File: src/rtl/cva6_lsu_issue_queue.sv
// In-order load/store issue queue in front of the LSU; allows one outstanding load and one outstanding store.
// Optional LSU_ISSUE_ADDR_FENCE_EN holds a load whose address matches the outstanding store's address.
module cva6_lsu_issue_queue #(
  parameter int DEPTH = 4,
  parameter int CNT_W = $clog2(DEPTH) + 1
) (
  input  logic             clk_i,
  input  logic             rst_i,
  input  logic             enq_valid_i,
  input  logic [31:0]      enq_instr_i,
  input  logic             enq_is_load_i,
  output logic             enq_ready_o,
  input  logic             lsu_ready_i,
  output logic [31:0]      instr_o,
  output logic             is_load_o,
  output logic             instr_valid_o,
  input  logic             load_mem_resp_i,
  input  logic             store_mem_resp_i,
  output logic             load_pending_o,
  output logic             store_pending_o,
  output logic [CNT_W-1:0] count_o,
  output logic             err_o
);

  localparam int PTR_W = $clog2(DEPTH);
  localparam logic [CNT_W-1:0] FULL = CNT_W'(DEPTH);

  logic [32:0]      mem [DEPTH];
  logic [PTR_W-1:0] wr_ptr;
  logic [PTR_W-1:0] rd_ptr;
  logic [CNT_W-1:0] count;
  logic             load_pending;
  logic             store_pending;
  logic             err;

  logic [31:0] head_instr;
  logic        head_load;
  logic        enq_fire;
  logic        issue;
  logic        fence_hold;

  assign head_instr = mem[rd_ptr][31:0];
  assign head_load  = mem[rd_ptr][32];

  assign enq_ready_o = (count != FULL);
  assign enq_fire    = enq_valid_i && enq_ready_o;

`ifdef LSU_ISSUE_ADDR_FENCE_EN
  logic [11:0] store_addr;

  always_ff @(posedge clk_i) begin
    if (rst_i)
      store_addr <= '0;
    else if (issue && !head_load)
      store_addr <= head_instr[11:0];
  end

  assign fence_hold = head_load && store_pending && (head_instr[11:0] == store_addr);
`else
  assign fence_hold = 1'b0;
`endif

  always_comb begin
    issue = 1'b0;
    if (count != '0 && lsu_ready_i) begin
      if (head_load)
        issue = !load_pending && !fence_hold;
      else
        issue = !store_pending;
    end
  end

  assign instr_valid_o = issue;
  assign instr_o       = issue ? head_instr : 32'h0;
  assign is_load_o     = issue ? head_load : 1'b0;

  // Storage needs no reset: an entry is only read once count says it was written.
  always_ff @(posedge clk_i) begin
    if (enq_fire)
      mem[wr_ptr] <= {enq_is_load_i, enq_instr_i};
  end

  always_ff @(posedge clk_i) begin
    if (rst_i) begin
      wr_ptr <= '0;
      rd_ptr <= '0;
      count  <= '0;
    end else begin
      if (enq_fire)
        wr_ptr <= wr_ptr + PTR_W'(1);
      if (issue)
        rd_ptr <= rd_ptr + PTR_W'(1);
      case ({enq_fire, issue})
        2'b10:   count <= count + CNT_W'(1);
        2'b01:   count <= count - CNT_W'(1);
        default: count <= count;
      endcase
    end
  end

  // Issue takes priority: a same-kind response in the issue cycle is necessarily spurious.
  always_ff @(posedge clk_i) begin
    if (rst_i) begin
      load_pending  <= 1'b0;
      store_pending <= 1'b0;
      err           <= 1'b0;
    end else begin
      if (issue && head_load)
        load_pending <= 1'b1;
      else if (load_mem_resp_i)
        load_pending <= 1'b0;

      if (issue && !head_load)
        store_pending <= 1'b1;
      else if (store_mem_resp_i)
        store_pending <= 1'b0;

      if ((load_mem_resp_i && !load_pending) || (store_mem_resp_i && !store_pending))
        err <= 1'b1;
    end
  end

  assign load_pending_o  = load_pending;
  assign store_pending_o = store_pending;
  assign count_o         = count;
  assign err_o           = err;

endmodule

File: config.mk
export PLATFORM = sky130hd
export DESIGN_NAME = cva6_lsu_issue_queue
export DESIGN_NICKNAME = d
export VERILOG_FILES = /design/src/rtl/cva6_lsu_issue_queue.sv
export SDC_FILE = /design/constraint.sdc
export NUM_CORES = 1
export LEC_CHECK = 0
export ABC_AREA = 1
export CAP_MARGIN = 0
export CELL_PAD_IN_SITES_DETAIL_PLACEMENT = 1
export CELL_PAD_IN_SITES_GLOBAL_PLACEMENT = 1
export CORE_MARGIN = 3
export CORE_UTILIZATION = 37
export DETAILED_ROUTE_END_ITERATION = 8
export GPL_TIMING_DRIVEN = 1
export PLACE_DENSITY_LB_ADDON = 0.15
export SYNTH_ARGS = -nofsm -noshare
export SYNTH_HDL_FRONTEND = slang
export SYNTH_SLANG_ARGS = --single-unit
export TNS_END_PERCENT = 5
File: constraint.sdc
create_clock -name clk_i -period 2.8 [get_ports clk_i]
set_input_delay 0.28 -clock clk_i [delete_from_list [all_inputs] [get_ports clk_i]]
set_output_delay 0.28 -clock clk_i [all_outputs]
set_load 0.01 [all_outputs]
# Word-level counts from Yosys, hierarchy flattened
# Memory sizes are Yosys's and may differ from the RTL's. A register that Yosys moved wholly into a read port is not among the register bits.
# Cells that the tools add are included.
# op_classes
n_addsub	4
n_div	0
shift	0
bitwise	0
mul	0
mux	13
reduce_logical	14
n_eq_ne	3
magnitude_cmp	0
# op_table
cell	count
two-way mux 32 bit	1
two-way mux 1 bit	9
logical AND 1 bit	6
case mux 3 bit (2 select lines)	1
nonzero test 2 bit	3
adder 2 x 1 -> 2 bit, second input constant	2
two-way mux 2 bit	2
adder 3 x 1 -> 3 bit, second input constant	1
zero test 1 bit	3
inequality test 3 bit, second input constant	1
nonzero test 3 bit	1
subtractor 3 x 1 -> 3 bit, second input constant	1
equality test 2 x 1 -> 1 bit, second input constant	1
equality test 2 bit, second input constant	1
logical OR 1 bit	1
# totals
out_inout_bits	41
n_memories	1
latch_bits	0
mem_bits_rw	132
mem_bits_ro	0
wordCells	41
regBits	10
input_bits	39
# memory_table
name	depth	width	rd	rd_clocked_by_memory_dff	wr	line_no	text
mem	4	33	1	1	1	28	logic [32:0] mem [DEPTH];

# Depth between registers and ports, before layout
# Gate-level depths: netlist (run 1).
# logic_depth
ltp_word	5
ltp_mapped	16

# Least setup slack after synthesis (run 1)
# Ideal clock, no wire load.
# synth_timing
path_type	flip-flop to flip-flop
from	reg count[0], in the netlist count_o[0]
to	mem mem[0][0], enable pin
setup_ns	0.423
stages_incl_launch_ff	5
path_buffers	0
slack_ns	0.135
period_less_slack_ns	2.665
t_arrival_ns	2.242
required_time_ns	2.377
path_cell_list	dfxtp_1 inv_1 nand3_1 nand2_1 nor2_1
# synth_between
elab_chain_len	4
# synth_rtl
item	line_no	text
start, declared	31	logic [CNT_W-1:0] count;
start signal, assigned	94	2'b10: count <= count + CNT_W'(1);
start signal, assigned	95	2'b01: count <= count - CNT_W'(1);
start signal, assigned	96	default: count <= count;
inequality test 3 bit	45	assign enq_ready_o = (count != FULL);
net enq_ready_o	12	output logic enq_ready_o,
logical AND 1 bit	46	assign enq_fire = enq_valid_i && enq_ready_o;
two-way mux 1 bit	79	if (enq_fire)
two-way mux 1 bit (implied by the code)	80	mem[wr_ptr] <= {enq_is_load_i, enq_instr_i};
end, declared	28	
# The timed path passes the listed nets, and every way through them passes these cells.

==> results of run 1 <==
-- cells in the final DEF, fill, tap and decap left out, types with 2 or more instances in the layout --
| master | Yosys | final |
|---|---|---|
| a21oi_1 | 12 | 12 |
| a21oi_2 | 29 | 29 |
| buf_12 | 0 | 4 |
| buf_4 | 0 | 9 |
| bufinv_16 | 0 | 2 |
| clkbuf_1 | 12 | 6 |
| clkbuf_16 | 0 | 17 |
| clkdlybuf4s50_1 | 0 | 79 |
| clkinv_1 | 0 | 2 |
| dfxtp_1 | 12 | 10 |
| dfxtp_2 | 0 | 2 |
| edfxtp_1 | 132 | 132 |
| ha_1 | 5 | 5 |
| inv_1 | 17 | 17 |
| inv_2 | 3 | 3 |
| nand2_1 | 8 | 8 |
| nand2_2 | 2 | 2 |
| nand3_2 | 3 | 3 |
| nand4_1 | 3 | 3 |
| nor2_1 | 137 | 133 |
| nor2_4 | 0 | 4 |
| o21ai_0 | 70 | 70 |
| or2_2 | 2 | 2 |
-- power by group through the flow --
stage / clock network (mW) / logic [mW] / registers (mW)
after floorplan: 0 / 1.11 / 2.69
after global placement: 0 / 1.88 / 2.69
after detailed placement: 0 / 1.93 / 2.70
after CTS: 2.13 / 1.95 / 2.66
after global routing: 2.22 / 2.11 / 2.67
final: 2.09 / 1.90 / 2.65
-- worst paths after layout --
check | start | end | slack, ns | cells after the start
worst max-delay path | flip-flop | instr_o[30] | 0.20 | 7
worst max register to register | flip-flop | count_o[2]$_SDFFE_PP0P_ | 0.64 | 12
worst min register to register | err_o$_SDFFE_PP0P_ | err_o$_SDFFE_PP0P_ | 0.48 | 2
worst min-delay path | err_o$_SDFFE_PP0P_ | err_o$_SDFFE_PP0P_ | 0.48 | 2
-- layer usage --
layer	vias up	wire length, um	GRT usage
li1	1805	-	-
met1	1882	5750	0.186
met4	0	148	0.0630
met2	71	7080	0.287
met3	14	514	0.0448
met5	-	0	0
-- tightest hold or removal path, cell delays in order (launching register included) --
cell     delay, ns
dfxtp_1       0.33
o21ai_0       0.08
inv_1         0.04
-- layout make-up --
type / count / share of cell area
clock inverters: 7 / 0.0119
clock buffers: 23 / 0.0599
well taps: 211 / 0.0353
repair buffers: 93 / 0.127
flip-flops and latches: 144 / 0.562
multi-input cells: 277 / 0.194
inverters: 20 / 0.0100
-- per-stage QoR --
stage          hold WS, ns  setup slack, ns  instances  area, um2  power (mW)
2_1_floorplan        0.349            0.135        465       5830        3.80
3_3_place_gp         0.458            0.325        745       6940        4.57
3_5_place_dp         0.471            0.310        745       6940        4.63
4_1_cts              0.483           0.0811        775       7480        6.73
5_1_grt              0.499           0.0448        775       7480        7.01
6_report             0.478            0.198        775       7480        6.64
-- cells by family (layout without fill, tap and decap cells) --
logic type,count (synthesis),count (layout)
flops,144,144
buf+inv,44,143
xor+xnor,1,1
fa+ha+maj,6,6
compound gates,113,113
simple gates,157,157
-- state kept, by name (all words and copies together) (netlist names), named ones only --
name / flops
rd_ptr: 2
store_pending_o: 1
load_pending_o: 1
wr_ptr: 2
err_o: 1
mem: 132
count_o: 3
-- Yosys cell counts --
master,count
a21oi_2,29
nand3_2,3
dfxtp_1,12
xor2_1,1
fa_1,1
o21ai_0,70
buf_6,4
nand2_1,8
a21oi_1,12
clkbuf_1,12
a31oi_2,1
nand4_1,3
inv_1,17
nand2_2,2
or2_2,2
nand3_4,1
ha_1,5
buf_2,8
nand3_1,1
inv_2,3
a22o_1,1
nor2_1,137
edfxtp_1,132
==> metrics.csv, run 1 <==
stage,metric,value,unit
run_status,status,"finished, final reports clean",
sta,Fin Clk Skew,0.00744,ns
sta,worst-margin pin slew,0.444,ns
cts,CTS tree,done,
finish,Multi-input gate area,1450,um2
cts,post-CTS setup buffer count,0,
synth,Syn Nets,510,
cts,number of CTS-inserted buffers,17,
finish,fillcell total,1572,
cts,CTS resizes,0,
detailed_routing,Avg WL per Cell,17.4,um
worst_setup_path,kind of critical path,reg -> out,
cts,Worst-path clk slew,0.06,ns
worst_setup_path,CP most frequent cell,nand3_2,
synth,Synth Area in Simple Gates,0.110,
sta,unrepaired setup endpoints after global routing,false,
grt,vias in the first global route,4084,
synth,sequential share of the synthesized area,0.721,
synth,Synth Register Bits,144,
cts,hold_buf cts,0,
finish,register area,4210,um2
finish,post-layout util,0.488,
power,logic gate share of total power,0.287,
detailed_routing,1st-iter DRT viols,123,
grt,overall global routing resource usage,0.162,
sta,Final period util,0.929,
synth,synthesized cell area,5830,um2
detailed_routing,Routed WL,13.5,mm
run,max cap viols,0,
synth,Netlist cell types,23,
die,die height,131,um
worst_setup_path,CP peak stage delay,0.56,ns
power,switching share of power,0.303,
hold_path,min-delay worst type,reg -> reg,
synth,area share of xor/xnor cells in the synthesized design,0.00150,
synth,Synth Area in Compound Gates,0.118,
die,I/O pins,80,
sta,fmax,0.384,GHz
cts,CTS Root Buffer Type,clkbuf_16,
power,Pleak,2.51,nW
worst_setup_path,top fanout value on the critical path,17,
synth,post-synth top area share,0.680,
cts,clk_lat worst skew,0.41,ns
grt,largest net degree at the start of global routing,35,
sta,Slew Limit Fails,0,
power,clock share of power,0.314,
worst_setup_path,CP Cell Sequence,buf_6 > nand3_2 > nand3_2 > nand3_4 > buf_4 > a21oi_2 > clkdlybuf4s50_1,
synth,cell accounting for the most synthesized area,edfxtp_1,
cts,clk sinks,144,
synth,Synth area leaders,"edfxtp_1, nor2_1, o21ai_0",
worst_setup_path,startpoint types,flip-flop,
detailed_routing,DRC,0,
grt,global-route wire length before repair,21.7,mm
synth,synthesized instance count,465,
synth,Synth Area per Inst,12.5,um2
die,# rows,45,
detailed_routing,Vias/cell,4.87,
die,Die Wd,131,um
cts,H-tree levels,4,
placement,gpl congestion,0.724,
die,initial core utilization,0.380,
worst_setup_path,"Data arrival, critical path",2.32,ns
synth,largest family of logic cells by synthesized area,compound AO/OA/AOI/OAI gates,
synth,multiplexer share of the synthesized area,0,
grt,antenna violations before repair,0,
cts,maximum root-to-sink buffer count,2,
grt,grt total ovfl,0,
power,Int Power,4.63,mW
finish,ant diodes,0,
finish,layout cells sized above 1,0.147,
sta,minimum clock period,2.60,ns
power,register share of total power,0.399,
sta,final hold viol count,0,
finish,Final #Nets,598,
synth,synth warn,0,
worst_setup_path,WP data required,2.52,ns
sta,Final setup viols,0,
detailed_routing,First-pass DRT Iterations,4,
die,Core ar.,15300,um2
power,maximum VDD drop,0.462,mV
worst_setup_path,Slowest cell on crit path,clkdlybuf4s50_1,
detailed_routing,detailed-route via count,3772,
worst_setup_path,CP endpoint kind,output port,
sta,Slew headroom,0.704,
sta,Setup TNS,0,ns
placement,DP Wirelength,8.13,mm
finish,area growth from synthesis to layout,28.4,%
power,Psw,2.01,mW
worst_setup_path,Bufs and invs on worst path,3,
power,Power Density,888,nW/um2
detailed_routing,Final ANT Viol Nets,0,
synth,Synth Area in Adders,0.0142,
die,die area,17300,um2
placement,Buffers on Ports,79,
worst_setup_path,Crit path max-delay family,buffers and inverters,
Note: power is estimated with default switching activity, not from simulation.
==> run 2: changes to the inputs <==
--- a/config.mk
+++ b/config.mk
@@ -14,6 +14,7 @@
 export DETAILED_ROUTE_END_ITERATION = 8
 export GPL_TIMING_DRIVEN = 1
 export PLACE_DENSITY_LB_ADDON = 0.15
+export SKIP_LAST_GASP = 1
 export SYNTH_ARGS = -nofsm -noshare
 export SYNTH_HDL_FRONTEND = slang
 export SYNTH_SLANG_ARGS = --single-unit
==> results of run 2 <==
Same layout as run 1: the final DEF is identical, and so are final timing and power.
==> run 3: changes to the inputs <==
--- a/config.mk
+++ b/config.mk
@@ -14,6 +14,7 @@
 export DETAILED_ROUTE_END_ITERATION = 8
 export GPL_TIMING_DRIVEN = 1
 export PLACE_DENSITY_LB_ADDON = 0.15
+export REMOVE_ABC_BUFFERS = 1
 export SKIP_LAST_GASP = 1
 export SYNTH_ARGS = -nofsm -noshare
 export SYNTH_HDL_FRONTEND = slang
==> constraint.sdc (replaced) <==
create_clock -name clk_i -period 2.8 [get_ports clk_i]
set_input_delay 0.28 -clock clk_i [delete_from_list [all_inputs] [get_ports clk_i]]
set_output_delay 0.28 -clock clk_i [all_outputs]
set_load 0.1 [all_outputs]
==> run 3 against run 2 <==
  * Wire length shrank 0.15%
  * Cell count is the same
  * Total power grew 25%
  * Die area is the same
  * Combinational power grew 93%
  * Clock power shrank 5%
  * Register-to-register slack lost 0.10 ns
  * Critical path type unchanged
  * Worst hold slack gained 0.014 ns
  * Worst setup slack gained 0.0018 ns
  * Sequential cell count is the same
  * Cell area grew 3.9%
  * Highest routed layer unchanged
  * Largest cell class unchanged
  * Via count grew 0.95%
==> metrics.csv, run 3 (synthesized netlist as in run 1, its figures left out) <==
stage,metric,value,unit
sta,unrepaired setup endpoints after global routing,false,
finish,Final #Nets,596,
finish,area growth from synthesis to layout,33.4,%
finish,Finished Layout Cells,775,
placement,gpl congestion,0.705,
finish,fillcell total,1574,
detailed_routing,Avg WL per Cell,17.4,um
worst_setup_path,CP endpoint kind,output port,
grt,met2 Use GR,0.289,
die,I/O pins,80,
worst_setup_path,kind of critical path,reg -> out,
detailed_routing,First-pass DRT Iterations,4,
cts,clk sinks,144,
sta,worst-margin pin slew,0.641,ns
worst_setup_path,R2R setup slack,0.54,ns
sta,Slew headroom,0.573,
power,post-route total power,8.31,mW
cts,hold_buf cts,0,
grt,met3 GRT Util,0.0440,
hold_path,min-delay worst type,reg -> reg,
cts,post-CTS setup buffer count,0,
finish,"commonest non-fill, non-tap cells in the layout","nor2_1, edfxtp_1, o21ai_0, buf_12, clkdlybuf4s50_1",
worst_setup_path,top fanout value on the critical path,58,
placement,Buffers on Ports,79,
die,die area,17300,um2
finish,"commonest non-fill, non-tap cell in the layout",nor2_1,
run_status,status,"finished, final reports clean",
placement,DP Area,7260,um2
grt,GR Util met1,0.197,
grt,antenna violations before repair,0,
worst_setup_path,"Data arrival, critical path",2.32,ns
detailed_routing,detailed-route via count,3808,
grt,overall global routing resource usage,0.165,
finish,final instance area,7770,um2
power,Power Density,1070,nW/um2
detailed_routing,Final ANT Viol Nets,0,
grt,GRT busiest layer,met2,
run,max cap viols,0,
worst_setup_path,WP data required,2.52,ns
grt,global-route wire length before repair,22.2,mm
grt,grt total ovfl,0,
finish,ant diodes,0,
cts,clk_lat worst skew,0.41,ns
placement,Cells after DPL,743,
hold_path,worst hold path stage count,2,
placement,DP Wirelength,8.05,mm
cts,CTS Root Buffer Type,clkbuf_16,
finish,Biggest register,mem,
grt,vias in the first global route,4214,
sta,final hold viol count,0,
sta,minimum clock period,2.60,ns
finish,post-layout util,0.508,
sta,Final period util,0.929,
finish,max FFs per register,132,
cts,maximum root-to-sink buffer count,2,
sta,fmax,0.385,GHz
power,maximum VDD drop,0.597,mV
power,Pleak,2.68,nW
worst_setup_path,startpoint types,flip-flop,
die,initial core utilization,0.380,
die,die height,131,um
detailed_routing,Routed WL,13.5,mm
sta,Slew Limit Fails,0,
cts,CTS resizes,0,
sta,Setup TNS,0,ns
die,# rows,45,
cts,Worst-path clk slew,0.06,ns
cts,H-tree levels,4,
grt,largest net degree at the start of global routing,65,
die,Die Wd,131,um
finish,layout cells sized above 1,0.215,
sta,Fin Clk Skew,0.00474,ns
detailed_routing,DRC,0,
cts,CTS tree,done,
cts,number of CTS-inserted buffers,17,
detailed_routing,1st-iter DRT viols,177,
sta,Hold Worst Slack,0.492,ns
detailed_routing,Vias/cell,4.91,
placement,pre-CTS WS,0.296,ns
sta,Final setup viols,0,
worst_setup_path,cell count of the worst reg-to-reg path,12,
die,Core ar.,15300,um2
sta,"Worst Setup Slack, final",0.200,ns
run 3: cell count changes in the layout (fill, tap and decap cells not counted), sizes merged:
cell / change
buf: +39
clkinv: +4
clkdlybuf4s50: -41
bufinv: -1
clkbuf: -1
run 3: worst max-delay path, cell delays in order, from the launching register on:
cell	delay (ns)
dfxtp_2	0.45
buf_4	0.56
nor2_1	0.11
nor2_1	0.10
o21ai_0	0.08
a21oi_1	0.36
buf_12	0.23
run 3: metal layers:
| metal | part of all wire | vias to the layer above |
|---|---|---|
| li1 | - | 1800 |
| met1 | 0.43 | 1933 |
| met2 | 0.52 | 60 |
| met3 | 0.031 | 15 |
| met4 | 0.015 | 0 |
| met5 | 0 | - |
run 3: path summary, 6_finish.rpt:
kind / from / endpoint
worst max-delay path: flip-flop / instr_o[1]
worst min-delay path: err_o$_SDFFE_PP0P_ / err_o$_SDFFE_PP0P_
worst max register to register: flip-flop / count_o[2]$_SDFFE_PP0P_
worst min register to register: err_o$_SDFFE_PP0P_ / err_o$_SDFFE_PP0P_
run 3: cell type report:
class	instances	area, um2	share of cell area
well taps	211	264	0.0340
repair buffers	91	1270	0.163
clock buffers	22	444	0.0571
flip-flops and latches	144	4210	0.541
clock inverters	10	70.1	0.00901
multi-input cells	277	1450	0.186
inverters	20	75.1	0.00966
run 3: report_power, final:
group / leakage [nW] / internal [mW] / switching (mW)
Clock: 0.247 / 1.20 / 0.790
Combinational: 1.12 / 1.09 / 2.57
Sequential: 1.31 / 2.58 / 0.0777
Total: 2.68 / 4.87 / 3.44
